`src/rtl/dll_rx_ack_nak_pkg.sv`:
```
// Shared data-link definitions: sequence width, DLLP encodings, FSM states.
// seq_dist is also used by the transmit replay buffer.
package dll_pkg;

  localparam int SEQ_W = 12;

  localparam logic [1:0] DLLP_NONE = 2'b00;
  localparam logic [1:0] DLLP_ACK  = 2'b01;
  localparam logic [1:0] DLLP_NAK  = 2'b10;

  typedef logic [SEQ_W-1:0] seq_t;

  typedef enum logic [1:0] {
    IDLE     = 2'd0,
    SEND_ACK = 2'd1,
    SEND_NAK = 2'd2
  } dllp_state_e;

  // Forward distance from b to a, modulo 2**SEQ_W.
  function automatic seq_t seq_dist(input seq_t a, input seq_t b);
    return a - b;
  endfunction

endpackage

```
`src/rtl/dll_rx_ack_nak_if.sv`:
```
// Receive-side TLP status and ACK/NAK DLLP request bundle.
// The engine sits on the slave side; the link layer or bench drives master.
interface dll_rx_ack_nak_if;
  import dll_pkg::*;

  logic       tlp_valid;
  seq_t       tlp_seq;
  logic       tlp_lcrc_ok;
  logic       tlp_accept;
  logic       tlp_drop;
  logic       dllp_valid;
  logic       dllp_ready;
  logic [1:0] dllp_type;
  seq_t       dllp_seq;
  seq_t       next_rcv_seq;

  modport master (
    output tlp_valid, tlp_seq, tlp_lcrc_ok, dllp_ready,
    input  tlp_accept, tlp_drop, dllp_valid, dllp_type, dllp_seq, next_rcv_seq
  );

  modport slave (
    input  tlp_valid, tlp_seq, tlp_lcrc_ok, dllp_ready,
    output tlp_accept, tlp_drop, dllp_valid, dllp_type, dllp_seq, next_rcv_seq
  );

endinterface

```
`src/rtl/dll_rx_ack_nak_classify.sv`:
```
// Combinational TLP classifier: in-order accept, duplicate, lost (gap) or bad LCRC.
module dll_seq_classify
  import dll_pkg::*;
(
  input  seq_t i_seq,
  input  seq_t i_nrs,
  input  logic i_lcrc_ok,
  output logic o_accept,
  output logic o_dup,
  output logic o_lost,
  output logic o_bad
);

  seq_t w_dist;

  assign w_dist = seq_dist(i_seq, i_nrs);

  // Upper half of the sequence space counts as "behind" nrs, i.e. already received.
  assign o_bad    = ~i_lcrc_ok;
  assign o_accept = i_lcrc_ok & (w_dist == '0);
  assign o_dup    = i_lcrc_ok & w_dist[SEQ_W-1];
  assign o_lost   = i_lcrc_ok & (w_dist != '0) & ~w_dist[SEQ_W-1];

endmodule

```
`src/rtl/dll_rx_ack_nak.sv`:
```
// Receive-side ACK/NAK engine: tracks NEXT_RCV_SEQ, forwards in-order TLPs,
// and schedules ACK/NAK DLLPs for the remote replay buffer.
module dll_rx_ack_nak
  import dll_pkg::*;
#(
  parameter int ACK_COALESCE = 4,
  parameter int ACK_TIMEOUT  = 256
) (
  input  logic             clk,
  input  logic             rst_n,
  dll_rx_ack_nak_if.slave  bus
);

  localparam int PEND_W = $clog2(ACK_COALESCE + 1);
  localparam int TMR_W  = $clog2(ACK_TIMEOUT);
  localparam logic [PEND_W-1:0] PEND_MAX = PEND_W'(ACK_COALESCE);
  localparam logic [TMR_W-1:0]  TMR_LAST = TMR_W'(ACK_TIMEOUT - 1);

  dllp_state_e       r_state, w_state_next;
  seq_t              r_nrs, w_nrs_next;
  seq_t              r_dllp_seq;
  logic              r_nak_sched, r_req_ack, r_req_nak;
  logic              r_accept, r_drop;
  logic [PEND_W-1:0] r_pending;
  logic [TMR_W-1:0]  r_timer;

  logic w_c_accept, w_c_dup, w_c_lost, w_c_bad;
  logic w_acc, w_dup, w_nak_set, w_ack_cond, w_req_ack, w_issue;
  logic w_dllp_valid;
  logic [1:0] w_dllp_type;

  dll_seq_classify u_classify (
    .i_seq     (bus.tlp_seq),
    .i_nrs     (r_nrs),
    .i_lcrc_ok (bus.tlp_lcrc_ok),
    .o_accept  (w_c_accept),
    .o_dup     (w_c_dup),
    .o_lost    (w_c_lost),
    .o_bad     (w_c_bad)
  );

  assign w_acc      = bus.tlp_valid & w_c_accept;
  assign w_dup      = bus.tlp_valid & w_c_dup;
  assign w_nak_set  = bus.tlp_valid & (w_c_lost | w_c_bad) & ~r_nak_sched;
  assign w_nrs_next = w_acc ? r_nrs + SEQ_W'(1) : r_nrs;
  // The ACK trigger is seen by the FSM directly so a timeout ACK issues on the boundary cycle.
  assign w_ack_cond = (r_pending >= PEND_MAX) || ((r_pending != '0) && (r_timer == TMR_LAST));
  assign w_req_ack  = r_req_ack | w_ack_cond;
  assign w_issue    = (r_state == IDLE) && (w_state_next != IDLE);

  always_ff @(posedge clk or negedge rst_n) begin
    if (!rst_n) r_state <= IDLE;
    else        r_state <= w_state_next;
  end

  always_comb begin
    w_state_next = r_state;
    case (r_state)
      IDLE: begin
        if (r_req_nak)      w_state_next = SEND_NAK;
        else if (w_req_ack) w_state_next = SEND_ACK;
      end
      SEND_ACK, SEND_NAK: begin
        if (bus.dllp_ready) w_state_next = IDLE;
      end
      default: w_state_next = IDLE;
    endcase
  end

  always_comb begin
    w_dllp_valid = 1'b0;
    w_dllp_type  = DLLP_NONE;
    case (r_state)
      SEND_ACK: begin
        w_dllp_valid = 1'b1;
        w_dllp_type  = DLLP_ACK;
      end
      SEND_NAK: begin
        w_dllp_valid = 1'b1;
        w_dllp_type  = DLLP_NAK;
      end
      default: ;
    endcase
  end

  always_ff @(posedge clk or negedge rst_n) begin
    if (!rst_n) begin
      r_nrs       <= '0;
      r_nak_sched <= 1'b0;
      r_req_ack   <= 1'b0;
      r_req_nak   <= 1'b0;
      r_pending   <= '0;
      r_timer     <= '0;
      r_dllp_seq  <= '0;
      r_accept    <= 1'b0;
      r_drop      <= 1'b0;
    end else begin
      r_accept <= w_acc;
      r_drop   <= bus.tlp_valid & ~w_c_accept;
      r_nrs    <= w_nrs_next;

      if (w_acc)          r_nak_sched <= 1'b0;
      else if (w_nak_set) r_nak_sched <= 1'b1;

      // An accept coinciding with an issue starts the next pending window.
      if (w_issue) begin
        r_dllp_seq <= w_nrs_next - SEQ_W'(1);
        r_pending  <= w_acc ? PEND_W'(1) : '0;
        r_timer    <= '0;
      end else begin
        if (w_acc && (r_pending != PEND_MAX)) r_pending <= r_pending + PEND_W'(1);
        if (r_pending == '0)                  r_timer   <= '0;
        else if (r_timer != TMR_LAST)         r_timer   <= r_timer + TMR_W'(1);
      end

      if (w_issue && (w_state_next == SEND_NAK)) r_req_nak <= w_nak_set;
      else if (w_nak_set)                        r_req_nak <= 1'b1;

      // A NAK acknowledges everything before it, so it absorbs any ACK request.
      if (w_issue)                  r_req_ack <= w_dup;
      else if (w_dup || w_ack_cond) r_req_ack <= 1'b1;
    end
  end

  assign bus.tlp_accept   = r_accept;
  assign bus.tlp_drop     = r_drop;
  assign bus.dllp_valid   = w_dllp_valid;
  assign bus.dllp_type    = w_dllp_type;
  assign bus.dllp_seq     = r_dllp_seq;
  assign bus.next_rcv_seq = r_nrs;

endmodule
```
`src/flat_wrapper.sv`:
```
// flat-port wrapper written by rule: the top's interface ports become plain ports
module dll_rx_ack_nak_flat import dll_pkg::*;
#(
  parameter int ACK_COALESCE = 4,
  parameter int ACK_TIMEOUT  = 256
)
  (clk, rst_n, bus_tlp_valid, bus_tlp_seq, bus_tlp_lcrc_ok, bus_dllp_ready, bus_tlp_accept, bus_tlp_drop, bus_dllp_valid, bus_dllp_type, bus_dllp_seq, bus_next_rcv_seq);
  dll_rx_ack_nak_if bus_i ();
  input  logic clk;
  input  logic rst_n;
  input wire logic [$bits(bus_i.tlp_valid)-1:0] bus_tlp_valid;
  input wire logic [$bits(bus_i.tlp_seq)-1:0] bus_tlp_seq;
  input wire logic [$bits(bus_i.tlp_lcrc_ok)-1:0] bus_tlp_lcrc_ok;
  input wire logic [$bits(bus_i.dllp_ready)-1:0] bus_dllp_ready;
  output wire logic [$bits(bus_i.tlp_accept)-1:0] bus_tlp_accept;
  output wire logic [$bits(bus_i.tlp_drop)-1:0] bus_tlp_drop;
  output wire logic [$bits(bus_i.dllp_valid)-1:0] bus_dllp_valid;
  output wire logic [$bits(bus_i.dllp_type)-1:0] bus_dllp_type;
  output wire logic [$bits(bus_i.dllp_seq)-1:0] bus_dllp_seq;
  output wire logic [$bits(bus_i.next_rcv_seq)-1:0] bus_next_rcv_seq;
  assign bus_i.tlp_valid = bus_tlp_valid;
  assign bus_i.tlp_seq = bus_tlp_seq;
  assign bus_i.tlp_lcrc_ok = bus_tlp_lcrc_ok;
  assign bus_i.dllp_ready = bus_dllp_ready;
  assign bus_tlp_accept = bus_i.tlp_accept;
  assign bus_tlp_drop = bus_i.tlp_drop;
  assign bus_dllp_valid = bus_i.dllp_valid;
  assign bus_dllp_type = bus_i.dllp_type;
  assign bus_dllp_seq = bus_i.dllp_seq;
  assign bus_next_rcv_seq = bus_i.next_rcv_seq;
  dll_rx_ack_nak #(.ACK_COALESCE(ACK_COALESCE), .ACK_TIMEOUT(ACK_TIMEOUT)) u_core (.clk(clk), .rst_n(rst_n), .bus(bus_i));
endmodule
```
`config.mk`:
```
export PLATFORM = sky130hd
export DESIGN_NAME = dll_rx_ack_nak_flat
export DESIGN_NICKNAME = d
export VERILOG_FILES = /design/src/rtl/dll_rx_ack_nak_pkg.sv /design/src/rtl/dll_rx_ack_nak_if.sv /design/src/rtl/dll_rx_ack_nak_classify.sv /design/src/rtl/dll_rx_ack_nak.sv /design/src/flat_wrapper.sv
export SDC_FILE = /design/constraint.sdc
export NUM_CORES = 1
export LEC_CHECK = 0
export CORE_MARGIN = 2
export CORE_UTILIZATION = 25
export CTS_CLUSTER_SIZE = 12
export DETAILED_ROUTE_END_ITERATION = 10
export PLACE_DENSITY_LB_ADDON = 0.15
export SETUP_SLACK_MARGIN = 0.3
export SLEW_MARGIN = 5
export SYNTH_ARGS = -nofsm -noshare
export SYNTH_HDL_FRONTEND = slang
export SYNTH_SLANG_ARGS = --single-unit
```
`constraint.sdc`:
```
create_clock -name clk -period 11.1 [get_ports clk]
set_input_delay 2.22 -clock clk [delete_from_list [all_inputs] [get_ports clk]]
set_output_delay 2.22 -clock clk [all_outputs]
set_load 0.01 [all_outputs]
```
==> metrics.yaml <==
min_path:
  hold_depth: 2
  hold_end: "u_core.bus.dllp_seq[5]"
  min_from: "u_core.bus.dllp_seq[5]"
  min_path_type: "reg -> reg"
timing:
  finalSetupTns_ns: 0
  timing.final.crit_share_pct: 58.1
  finalHoldViolations: 0
  max_freq_mhz: 155
  grt_setup_unrepaired: "no"
  drv_slew: 0
  setup_viol: 0
  slew_headroom_pct: 31.2
  clock_skew_ns: 0.00787
  layout_min_cycle_time_ns: 6.45
  max_slew.worst_pin.slew_ns: 1.03
finish:
  diodes: 0
  utilization_pct: 32.2
  syn2layout_area_growth_pct: 25.1
  final_common_cell: "clkdlybuf4s50_1"
  nets: 432
  final_cell_mix: "clkdlybuf4s50_1 (44), dfrtp_1 (42), nor2_1 (30)"
  drive_above_1_share_pct: 6.06
  final_cell_area_um2: 3880
die:
  core_area_um2: 12100
  chipHeight_um: 115
  initial_core_util_pct: 25.7
  die_w_um: 115
  num_rows: 40
  dieArea_um2: 13300
  io_pins: 46
power:
  power.density_nw_per_um2: 136
  seqPwrFrac_pct: 34.6
  finalPower_uw: 526
  ir_drop_uv: 83.9
  swShare_pct: 29.8
  comb_power_share_pct: 29.0
  power.leakage_uw: 0.00165
  intPower_uw: 369
  clkPwrFrac_pct: 36.4
  power_switching_uw: 157
worst_setup_path:
  worst_r2r_path_depth: 15
  worst_ep_arrival_time_ns: 6.64
  critPathMaxStageDelay_ns: 0.65
  reg2reg_slack_ns: 6.33
  startpoint_type: "input pin"
  cpMaxStageDelayCell: "nor4_2"
  path_max_fanout: 10
  critPathTopFamily: "simple AND/OR/NAND/NOR gates"
  cpMostUsedCell: "ha_1"
  worstReg2RegStart: "u_core.bus.next_rcv_seq[3]"
  worstSetupPathType: "in -> reg"
  end_kind: "flip-flop"
  path_buf_inv: 2
  required_ns: 11.29
  timing.rr.end: "u_core.bus.dllp_seq[10]"
  worstPathCellList: "clkdlybuf4s50_1 -> ha_1 -> a21oi_1 -> o211ai_1 -> or4_4 -> or3b_1 -> nor4_2 -> xor2_1 -> inv_1 -> ha_1 -> nand2_1 -> mux2i_1 -> o21a_1 -> a31oi_1 -> o31ai_1"
global_route:
  antenna_found_initial: 0
  grt_pass1_vias: 2748
  grt_pass1_wl_um: 13800
  overflow: 0
  gr-usage-all-layers_pct: 13.1
  grt_start_max_net_pins: 43
clocking:
  clk_latency_ns: 0.28
  cts_tree: "yes"
  clock_path_buffers: 2
  cts.hold.buffers_added: 0
  cts.sinks: 42
  clockRootBuffer: "clkbuf_16"
  cts_setup_buffers: 0
  path_clk_slew_ns: 0.06
  postCtsResizedCells: 0
  numCtsBuffers: 5
  htreeDepth: 2
synthesis:
  synth_top_area_share_pct: 33.9
  synth_edf_count: 0
  synth_area_um2: 3100
  synth_top_cell_by_area: "dfrtp_1"
  synth_area_per_cell_um2: 8.74
  ys_types: 65
  synth-main-ff-cell: "dfrtp_1"
  ys_seq_area_share_pct: 33.9
  async_reset_ff_share_pct: 100
  syn_inst: 355
  yosys_warnings: 0
  synth_fp_nets: 392
  synth_area_leaders: "dfrtp_1 (34%), ha_1 (8.1%), xnor2_1 (4.0%)"
  ys_ff_latch: 42
detailed_routing:
  vias: 2820
  antenna_left: 0
  first_pass_iters: 4
  drt_iter0_drc: 142
  post_drt_via_cell_ratio: 5.00
  drc: 0
  wl_per_cell_um: 15.0
  routed_wl_um: 8440
run_status:
  status: "complete, no violations"
place:
  hpwl_um: 6450
  gp_congestion: 0.906
  dpl-instance-area_um2: 3690
  portBuffers: 45
flow_run:
  max_cap_violations: 0
-- cell families after synthesis --
logic type                 count (synthesis)  share of synthesized area [%]
xor gates and xnor gates                  23                           6.49
muxes                                      6                           2.18
DFF                                       42                           33.9
adders and majority gates                 20                           8.06
AOI/OAI and AO/OA                         91                           19.8
and+or+nand+nor                          133                           23.8
buffers and inverters                     40                           5.80
-- power by group through the flow --
stage               clock [µW]  combinational (µW)  sequential (µW)
finish                     192                 153              182
floorplan                    0                82.2              189
global route               203                 174              185
CTS                        196                 154              183
global placement             0                 153              185
detailed placement           0                 153              185
-- flip-flops by register name, summed over array words and instances, names as in the netlist --
register	count
u_core.r_timer	8
u_core.bus.tlp_drop	1
u_core.r_pending	3
u_core.r_req_ack	1
u_core.bus.dllp_seq	12
u_core.r_req_nak	1
u_core.r_nak_sched	1
u_core.r_state	2
u_core.bus.tlp_accept	1
u_core.bus.next_rcv_seq	12
-- cell type report --
type / instances / area, µm²
sequential: 42 / 1050
clock inverter: 3 / 68.8
tap: 168 / 210
timing repair buffer: 46 / 453
multi-input combinational: 273 / 1870
fill: 1281 / 8180
clock buffer: 5 / 125
inverter: 27 / 101
-- synth_stat cells (2+ instances only) --
master and instances:
a31oi_1 6, a32oi_1 2, o211ai_1 4, and4b_1 2, xnor2_1 14, nand2_1 29
ha_1 20, a211o_1 3, nand3_1 11, or3_1 4, xor2_1 9, a21oi_1 19
o21ai_2 3, and3_1 6, nor3_1 9, o21a_1 3, nand2b_1 2, o31a_1 2
a21o_1 3, mux2_2 2, mux2i_1 3, or4_1 2, nand2_2 2, buf_6 3
buf_2 3, o21ai_0 20, clkbuf_1 6, and2_1 3, nor4b_1 4, nand4_1 12
dfrtp_1 42, o31ai_1 7, a211oi_1 3, nor2_1 30, inv_1 27, and4_1 6
-- worst register-to-register path, delay by kind of cell, from the launching register on --
kind / cells / cell delay, ns
xor+xnor: 2 / 0.40
simple gates: 4 / 1.67
fa+ha+maj: 2 / 0.62
buf+inv: 2 / 0.33
compound gates: 3 / 0.52
flops: 1 / 0.50
mux: 2 / 0.64
-- per-layer routing --
layer	up-vias	track usage [%]	part of all wire, %
met1	1353	17.9	48
met4	0	3.78	1.9
met3	14	2.35	4.4
met2	66	21.1	45
li1	1387	-	-
met5	-	0	0
-- per-stage QoR --
step,hold slack (ns),setup WS [ns],std cells
5_1_grt,0.545,4.18,564
3_5_place_dp,0.473,4.33,556
3_3_place_gp,0.477,4.40,556
4_1_cts,0.492,4.62,564
2_1_floorplan,0.463,5.32,355
6_report,0.488,4.65,564
-- how the worst max path moves through the flow --
| stage | from | endpoint | slack [ns] | cells past startpoint |
|---|---|---|---|---|
| after global routing | bus_tlp_seq[5] | u_core.bus.dllp_seq[10] | 4.18 | 15 |
| after detailed placement | bus_tlp_seq[5] | u_core.bus.dllp_seq[10] | 4.33 | 15 |
| after global placement | bus_tlp_seq[6] | u_core.bus.dllp_seq[10] | 4.40 | 15 |
| after floorplan | bus_tlp_seq[1] | u_core.bus.dllp_seq[10] | 5.32 | 15 |
| final | bus_tlp_seq[5] | u_core.bus.dllp_seq[10] | 4.65 | 15 |
| after CTS | bus_tlp_seq[5] | u_core.bus.dllp_seq[8] | 4.62 | 15 |
(Power assumes the default switching activity.)
